**config.mk**
```make
export PLATFORM = sky130hd
export DESIGN_NAME = mc_fft_sched
export DESIGN_NICKNAME = d
export VERILOG_FILES = /design/src/rtl/mc_fft_sched.sv
export SDC_FILE = /design/constraint.sdc
export NUM_CORES = 1
export LEC_CHECK = 0
export ABC_AREA = 1
export CAP_MARGIN = 20
export CORE_MARGIN = 2
export CORE_UTILIZATION = 51
export DETAILED_ROUTE_END_ITERATION = 10
export PLACE_DENSITY = 0.76
export RECOVER_POWER = 100
export SLEW_MARGIN = 20
export SYNTH_ARGS = -nofsm -noshare
export SYNTH_HDL_FRONTEND = slang
export SYNTH_SLANG_ARGS = --single-unit
```
**constraint.sdc**
```tcl
create_clock -name clk -period 3.5 [get_ports clk]
set_input_delay 0.7 -clock clk [delete_from_list [all_inputs] [get_ports clk]]
set_output_delay 0.7 -clock clk [all_outputs]
set_load 0.05 [all_outputs]
```
**src/rtl/mc_fft_sched.sv**
```systemverilog
// mc_fft_sched: job scheduler that time-shares one N-point FFT core between the
// forward transform of the input samples and the inverse transform of the products.
module mc_fft_sched #(
  parameter int N       = 256,
  parameter int AW      = 8,
  parameter int TIMEOUT = 2047
) (
  input  logic          clk,
  input  logic          rst,
  input  logic          in_valid,
  output logic          ld_we,
  output logic [AW-1:0] ld_addr,
  output logic          fft_in_valid,
  output logic          fft_sel,
  input  logic          fft_out_valid,
  output logic          buf_we,
  output logic [AW-1:0] buf_waddr,
  output logic          rd_en,
  output logic [AW-1:0] rd_addr,
  output logic          out_en,
  output logic          busy,
  output logic          done,
  output logic          err,
  output logic [1:0]    err_code
);

  typedef enum logic [2:0] {
    S_IDLE, S_LOAD, S_FWD, S_FEED, S_INV, S_DONE, S_ERR
  } state_t;

  localparam int                WW        = $clog2(TIMEOUT + 1);
  localparam logic [AW-1:0]     LAST_IDX  = AW'(N - 1);
  localparam logic [AW:0]       LAST_BEAT = (AW+1)'(N - 1);
  localparam logic [AW+1:0]     FEED_END  = (AW+2)'(N + 1);
  localparam logic [WW-1:0]     WD_LAST   = WW'(TIMEOUT - 1);
  localparam logic [1:0]        E_TIMEOUT = 2'b01;
  localparam logic [1:0]        E_STRAY   = 2'b10;

  state_t        state, state_d;
  logic [AW-1:0] ld_cnt, rd_cnt;
  logic [AW:0]   cap_cnt, out_cnt;   // extra MSB marks "all N beats seen"
  logic [AW+1:0] feed_cnt;
  logic [WW-1:0] wd_cnt;
  logic [1:0]    dly;                // memory register + product register
  logic          rd_q, sel_q, busy_q, done_q, err_q;
  logic [1:0]    code_q;

  logic in_load, in_cap, in_out, in_wd;
  logic stray, cap_full, out_full, feed_last, wd_hit, load_last;

  assign in_load = (state == S_IDLE) || (state == S_LOAD);
  assign in_cap  = (state == S_LOAD) || (state == S_FWD);
  assign in_out  = (state == S_FEED) || (state == S_INV);
  assign in_wd   = (state == S_FWD)  || (state == S_INV);

  // NOTE: pass-through strobes are also gated by rst so every output is 0 while
  // reset is held, even though the IDLE state itself would forward in_valid.
  assign ld_we        = !rst && in_load && in_valid;
  assign buf_we       = !rst && in_cap && fft_out_valid && !cap_cnt[AW];
  assign out_en       = !rst && in_out && fft_out_valid && !out_cnt[AW];
  assign fft_in_valid = ld_we || ((state == S_FEED) && dly[1]);

  assign stray     = in_valid && (state inside {S_FWD, S_FEED, S_INV, S_DONE});
  assign load_last = ld_we && (state == S_LOAD) && (ld_cnt == LAST_IDX);
  assign cap_full  = cap_cnt[AW] || (buf_we && (cap_cnt == LAST_BEAT));
  assign out_full  = out_cnt[AW] || (out_en && (out_cnt == LAST_BEAT));
  assign feed_last = (state == S_FEED) && (feed_cnt == FEED_END);
  assign wd_hit    = in_wd && !fft_out_valid && (wd_cnt == WD_LAST);

  always_comb begin
    // NOTE: default first so every path assigns state_d and no latch is inferred.
    state_d = state;
    unique case (state)
      S_IDLE: if (in_valid) state_d = S_LOAD;
      S_LOAD: if (load_last) state_d = cap_full ? S_FEED : S_FWD;
      S_FWD: begin
        if (cap_full)    state_d = S_FEED;
        else if (wd_hit) state_d = S_ERR;
      end
      S_FEED: if (feed_last) state_d = out_full ? S_DONE : S_INV;
      S_INV: begin
        if (out_full)    state_d = S_DONE;
        else if (wd_hit) state_d = S_ERR;
      end
      S_DONE:  state_d = S_IDLE;
      S_ERR:   state_d = S_ERR;
      default: state_d = S_IDLE;
    endcase
  end

  // NOTE: sequential state uses non-blocking assignments so every register
  // samples pre-edge values regardless of statement order.
  always_ff @(posedge clk or posedge rst) begin
    if (rst) begin
      state    <= S_IDLE;
      ld_cnt   <= '0;
      cap_cnt  <= '0;
      out_cnt  <= '0;
      rd_cnt   <= '0;
      feed_cnt <= '0;
      wd_cnt   <= '0;
      dly      <= '0;
      rd_q     <= 1'b0;
      sel_q    <= 1'b0;
      busy_q   <= 1'b0;
      done_q   <= 1'b0;
      err_q    <= 1'b0;
      code_q   <= 2'b00;
    end else begin
      state <= state_d;

      if (ld_we)  ld_cnt  <= ld_cnt + 1'b1;
      if (buf_we) cap_cnt <= cap_cnt + 1'b1;
      if (out_en) out_cnt <= out_cnt + 1'b1;

      // Product read burst starts on the same edge that enters FEED.
      if ((state != S_FEED) && (state_d == S_FEED)) rd_q <= 1'b1;
      else if (rd_q && (rd_cnt == LAST_IDX))         rd_q <= 1'b0;
      if (rd_q) rd_cnt <= rd_cnt + 1'b1;
      dly      <= {dly[0], rd_q};
      feed_cnt <= (state == S_FEED) ? feed_cnt + 1'b1 : '0;

      wd_cnt <= (in_wd && !fft_out_valid) ? wd_cnt + 1'b1 : '0;

      if (state == S_DONE) begin
        ld_cnt  <= '0;
        cap_cnt <= '0;
        out_cnt <= '0;
        rd_cnt  <= '0;
      end

      sel_q  <= (state_d == S_FEED);
      busy_q <= (state_d != S_IDLE);
      done_q <= (state_d == S_DONE);

      if ((state_d == S_ERR) || stray) err_q <= 1'b1;
      if (code_q == 2'b00) begin
        if ((state_d == S_ERR) && (state != S_ERR)) code_q <= E_TIMEOUT;
        else if (stray)                             code_q <= E_STRAY;
      end
    end
  end

  assign ld_addr   = ld_cnt;
  assign buf_waddr = cap_cnt[AW-1:0];
  assign rd_en     = rd_q;
  assign rd_addr   = rd_cnt;
  assign fft_sel   = sel_q;
  assign busy      = busy_q;
  assign done      = done_q;
  assign err       = err_q;
  assign err_code  = code_q;

endmodule
```
==> qor.csv <==
stage,metric,value,unit
timing,Final Hold Vio Count,0,
timing,RSZ-0062 raised after global routing,false,
place,HPWL Detailed,4.938,mm
setup_path,Crit Path Class,in2out,
cells_and_area,Seq. cell area,1677,µm²
cells_and_area,Fillers,599,
synthesis,post-synth top area share,0.4717,
power,Sw Pwr,0.4782,mW
clock_tree,worst skew pair latency,0.35,ns
synthesis,largest cells by area after synthesis,"dfrtp_1 47%, nand2_1 9.3%, inv_1 6.3%",
power,sequential power share,0.524,
detailed_routing,wire per inst,12.50,µm
synthesis,Post-Syn Area,3555,µm²
global_route,initial antenna violation count,0,
clock_tree,CTS Buffer Depth,2,
cells_and_area,fin nets,493,
timing,clk_skew,0.008067,ns
detailed_routing,met2 wire length,3.315,mm
setup_path,R2R setup slack,0.81,ns
floorplanning,die area,7654,µm²
floorplanning,core area,6756,µm²
clock_tree,"Reg clk slew, reported paths",0.07,ns
global_route,Tot GR Track Use,0.2035,
detailed_routing,First DRT Iteration DRCs,148,
run,maxcap violations,0,
power,PwrDens,396.1,nW/µm²
place,Buffers on Ports,38,
synthesis,post-synthesis sequential area ratio,0.4717,
detailed_routing,DRT antenna net count,0,
clock_tree,Inserted Clock Buffers,9,
setup_path,Reg2Reg Capture Point,cap_cnt[5]$_DFFE_PP0P_,
power,Gate power share,0.144,
cells_and_area,"commonest non-fill, non-tap cell in the layout",nand2_1,
timing,max-slew violation count,0,
cells_and_area,ant diodes,0,
global_route,vias in the first global route,2835,
synthesis,Main synth FF type,dfrtp_1,
setup_path,Critical Path Sink,buf_we,
detailed_routing,DR top layer,met4,
timing,Final setup viols,0,
outcome,status,"complete, no violations",
min_path,Hold Path Class,reg2reg,
timing,Final TNS setup,0,ns
detailed_routing,met3 WL post-DR,304,µm
setup_path,Worst setup EP type,output port,
synthesis,count of different cell masters after synthesis,40,
power,Tot Pwr,1.590,mW
setup_path,WP data required,2.80,ns
power,Clk network pwr share,0.332,
synthesis,Mean Syn Cell Area,8.079,µm²
clock_tree,clock root buffer,clkbuf_8,
floorplanning,IO Count,39,
synthesis,async set-reset flop share out of synthesis,1.000,
detailed_routing,Vias,2907,
clock_tree,clock sinks,67,
global_route,global-route wire length before repair,12.17,mm
timing,Hold Slack,0.3885,ns
detailed_routing,Post-route DRC,0,
setup_path,Critical Path AT,2.34,ns
synthesis,Seq cells post-synth,67,
setup_path,CP Launch Point,rst,
synthesis,Post-synth EDFFs,0,
cells_and_area,area delta synth->final,12.92,%
clock_tree,CTS tree,built,
timing,Max-slew headroom,0.1557,
floorplanning,Starting Density,0.5261,
place,GP Congestion,0.8679,
timing,Worst Tran Pin Value,1.257,ns
floorplanning,Die W,87.49,µm
cells_and_area,most frequent cells in the layout,"89 x nand2_1, 67 x dfrtp_1, 62 x inv_1",
timing,Period minus WS final,3.039,ns
timing,final period utilization,0.8681,
clock_tree,Resize count post-CTS,0,
detailed_routing,vias per cell,5.173,
power,Sw Share,0.3007,
setup_path,nature of the critical path startpoint,primary input,
power,internal cell power,1.112,mW
clock_tree,cts-stage hold buffer count,0,
synthesis,syn_nets,454,
clock_tree,H-tree depth,3,
synthesis,Syn. warnings,0,
power,Lkg Pwr,1.992,nW
power,VDD IR-drop max,162.5,µV
floorplanning,Cell Rows,30,
cells_and_area,share of layout cells above drive strength 1,0.06846,
setup_path,Worst R2R Path Depth,6,
global_route,largest net degree at the start of global routing,45,
global_route,GRT Residual Overflow,0,
synthesis,Post-Syn Instances,440,
synthesis,largest area contributor in the netlist,dfrtp_1,
setup_path,reg2reg start,state[2]$_DFF_PP0_,
cells_and_area,footprint of the multi-input gates,1453,µm²
setup_path,largest fanout on the critical path,7,
floorplanning,Die Height,87.49,µm
timing,Max Fclk,329.1,MHz
place,placed inst area,3963,µm²
detailed_routing,routed wire length,7.023,mm
detailed_routing,wl on met1,3.241,mm
cells_and_area,cell area after layout,4014,µm²
detailed_routing,DR pass1 iterations,4,
clock_tree,setup bufs post-CTS,0,
-- power groups by stage --
stage / Combinational (mW) / Clock (mW) / Sequential (mW)
global route: 0.253 / 0.571 / 0.837
detailed placement: 0.245 / 0 / 0.849
finish: 0.229 / 0.528 / 0.833
CTS: 0.246 / 0.542 / 0.834
floorplan: 0.0672 / 0 / 0.940
global placement: 0.242 / 0 / 0.846
-- area by class of cell --
cell class	instances	share of cell area
Inverter	67	0.06359
Clock buffer	11	0.03273
Sequential cell	67	0.4177
Tap cell	80	0.02494
Timing Repair Buffer	40	0.09476
Multi-Input combinational cell	294	0.3619
Clock inverter	3	0.004364
-- cell usage after synthesis, types with 2 or more instances --
| cell | number |
|---|---|
| a21oi_1 | 24 |
| a31oi_1 | 2 |
| and3_1 | 2 |
| buf_4 | 8 |
| dfrtp_1 | 67 |
| ha_1 | 10 |
| inv_1 | 60 |
| inv_2 | 6 |
| nand2_1 | 88 |
| nand2_2 | 6 |
| nand3_1 | 28 |
| nand3_2 | 3 |
| nand3b_1 | 2 |
| nand4_1 | 5 |
| nor2_1 | 55 |
| nor2_2 | 3 |
| nor2_4 | 2 |
| nor2_8 | 2 |
| nor3_1 | 20 |
| nor3b_1 | 2 |
| o21a_1 | 2 |
| o21ai_0 | 22 |
| o21ai_2 | 2 |
| xnor2_1 | 2 |
| xor2_1 | 2 |
-- stage by stage --
step                cells  setup WS, ns    util
CTS                   562        0.7775  0.6085
floorplan             440        0.4229       -
finish                562        0.4615  0.5941
global route          562        0.3776  0.5941
detailed placement    548        0.7819  0.5865
global placement      548        0.7826  0.5865
-- sequential cells by signal, summed over array words and instances, names as in the netlist --
signal / cells
rd_addr: 8
fft_sel: 1
dly: 2
feed_cnt: 10
ld_addr: 8
busy: 1
done: 1
out_cnt: 9
err_code: 2
cap_cnt: 9
state: 3
wd_cnt: 11
rd_en: 1
err: 1
-- logic make-up after synthesis --
family                   synth area share
AND/OR/NAND/NOR                    0.2974
buffers and inverters             0.09785
flip-flops                         0.4717
AO/OA/AOI/OAI                     0.08800
adder cells (fa/ha/maj)           0.03520
XOR/XNOR                         0.009857
-- worst min-delay path by stage --
stage	startpoint	end	slack, ns	cells past startpoint
final	dly[0]$_DFF_PP0_	dly[1]$_DFF_PP0_	0.39	0
after global routing	dly[0]$_DFF_PP0_	dly[1]$_DFF_PP0_	0.40	0
after CTS	dly[0]$_DFF_PP0_	dly[1]$_DFF_PP0_	0.39	0
after detailed placement	dly[0]$_DFF_PP0_	dly[1]$_DFF_PP0_	0.37	0
after global placement	dly[0]$_DFF_PP0_	dly[1]$_DFF_PP0_	0.36	0
after floorplan	dly[0]$_DFF_PP0_	dly[1]$_DFF_PP0_	0.33	0
-- critical path, stage by stage --
cell and delay, ns:
dlygate4sd3_1 0.59, clkinvlp_2 0.13, nand2_1 0.07, nor2_2 0.12
nand2_2 0.12, inv_2 0.13, clkbuf_1 0.48
-- per-layer routing --
layer / track usage / vias to the layer above
li1: - / 1475
met1: 0.2529 / 1357
met2: 0.3320 / 63
met3: 0.04076 / 12
met4: 0.1105 / 0
met5: 0 / -
(Power assumes the default switching activity.)
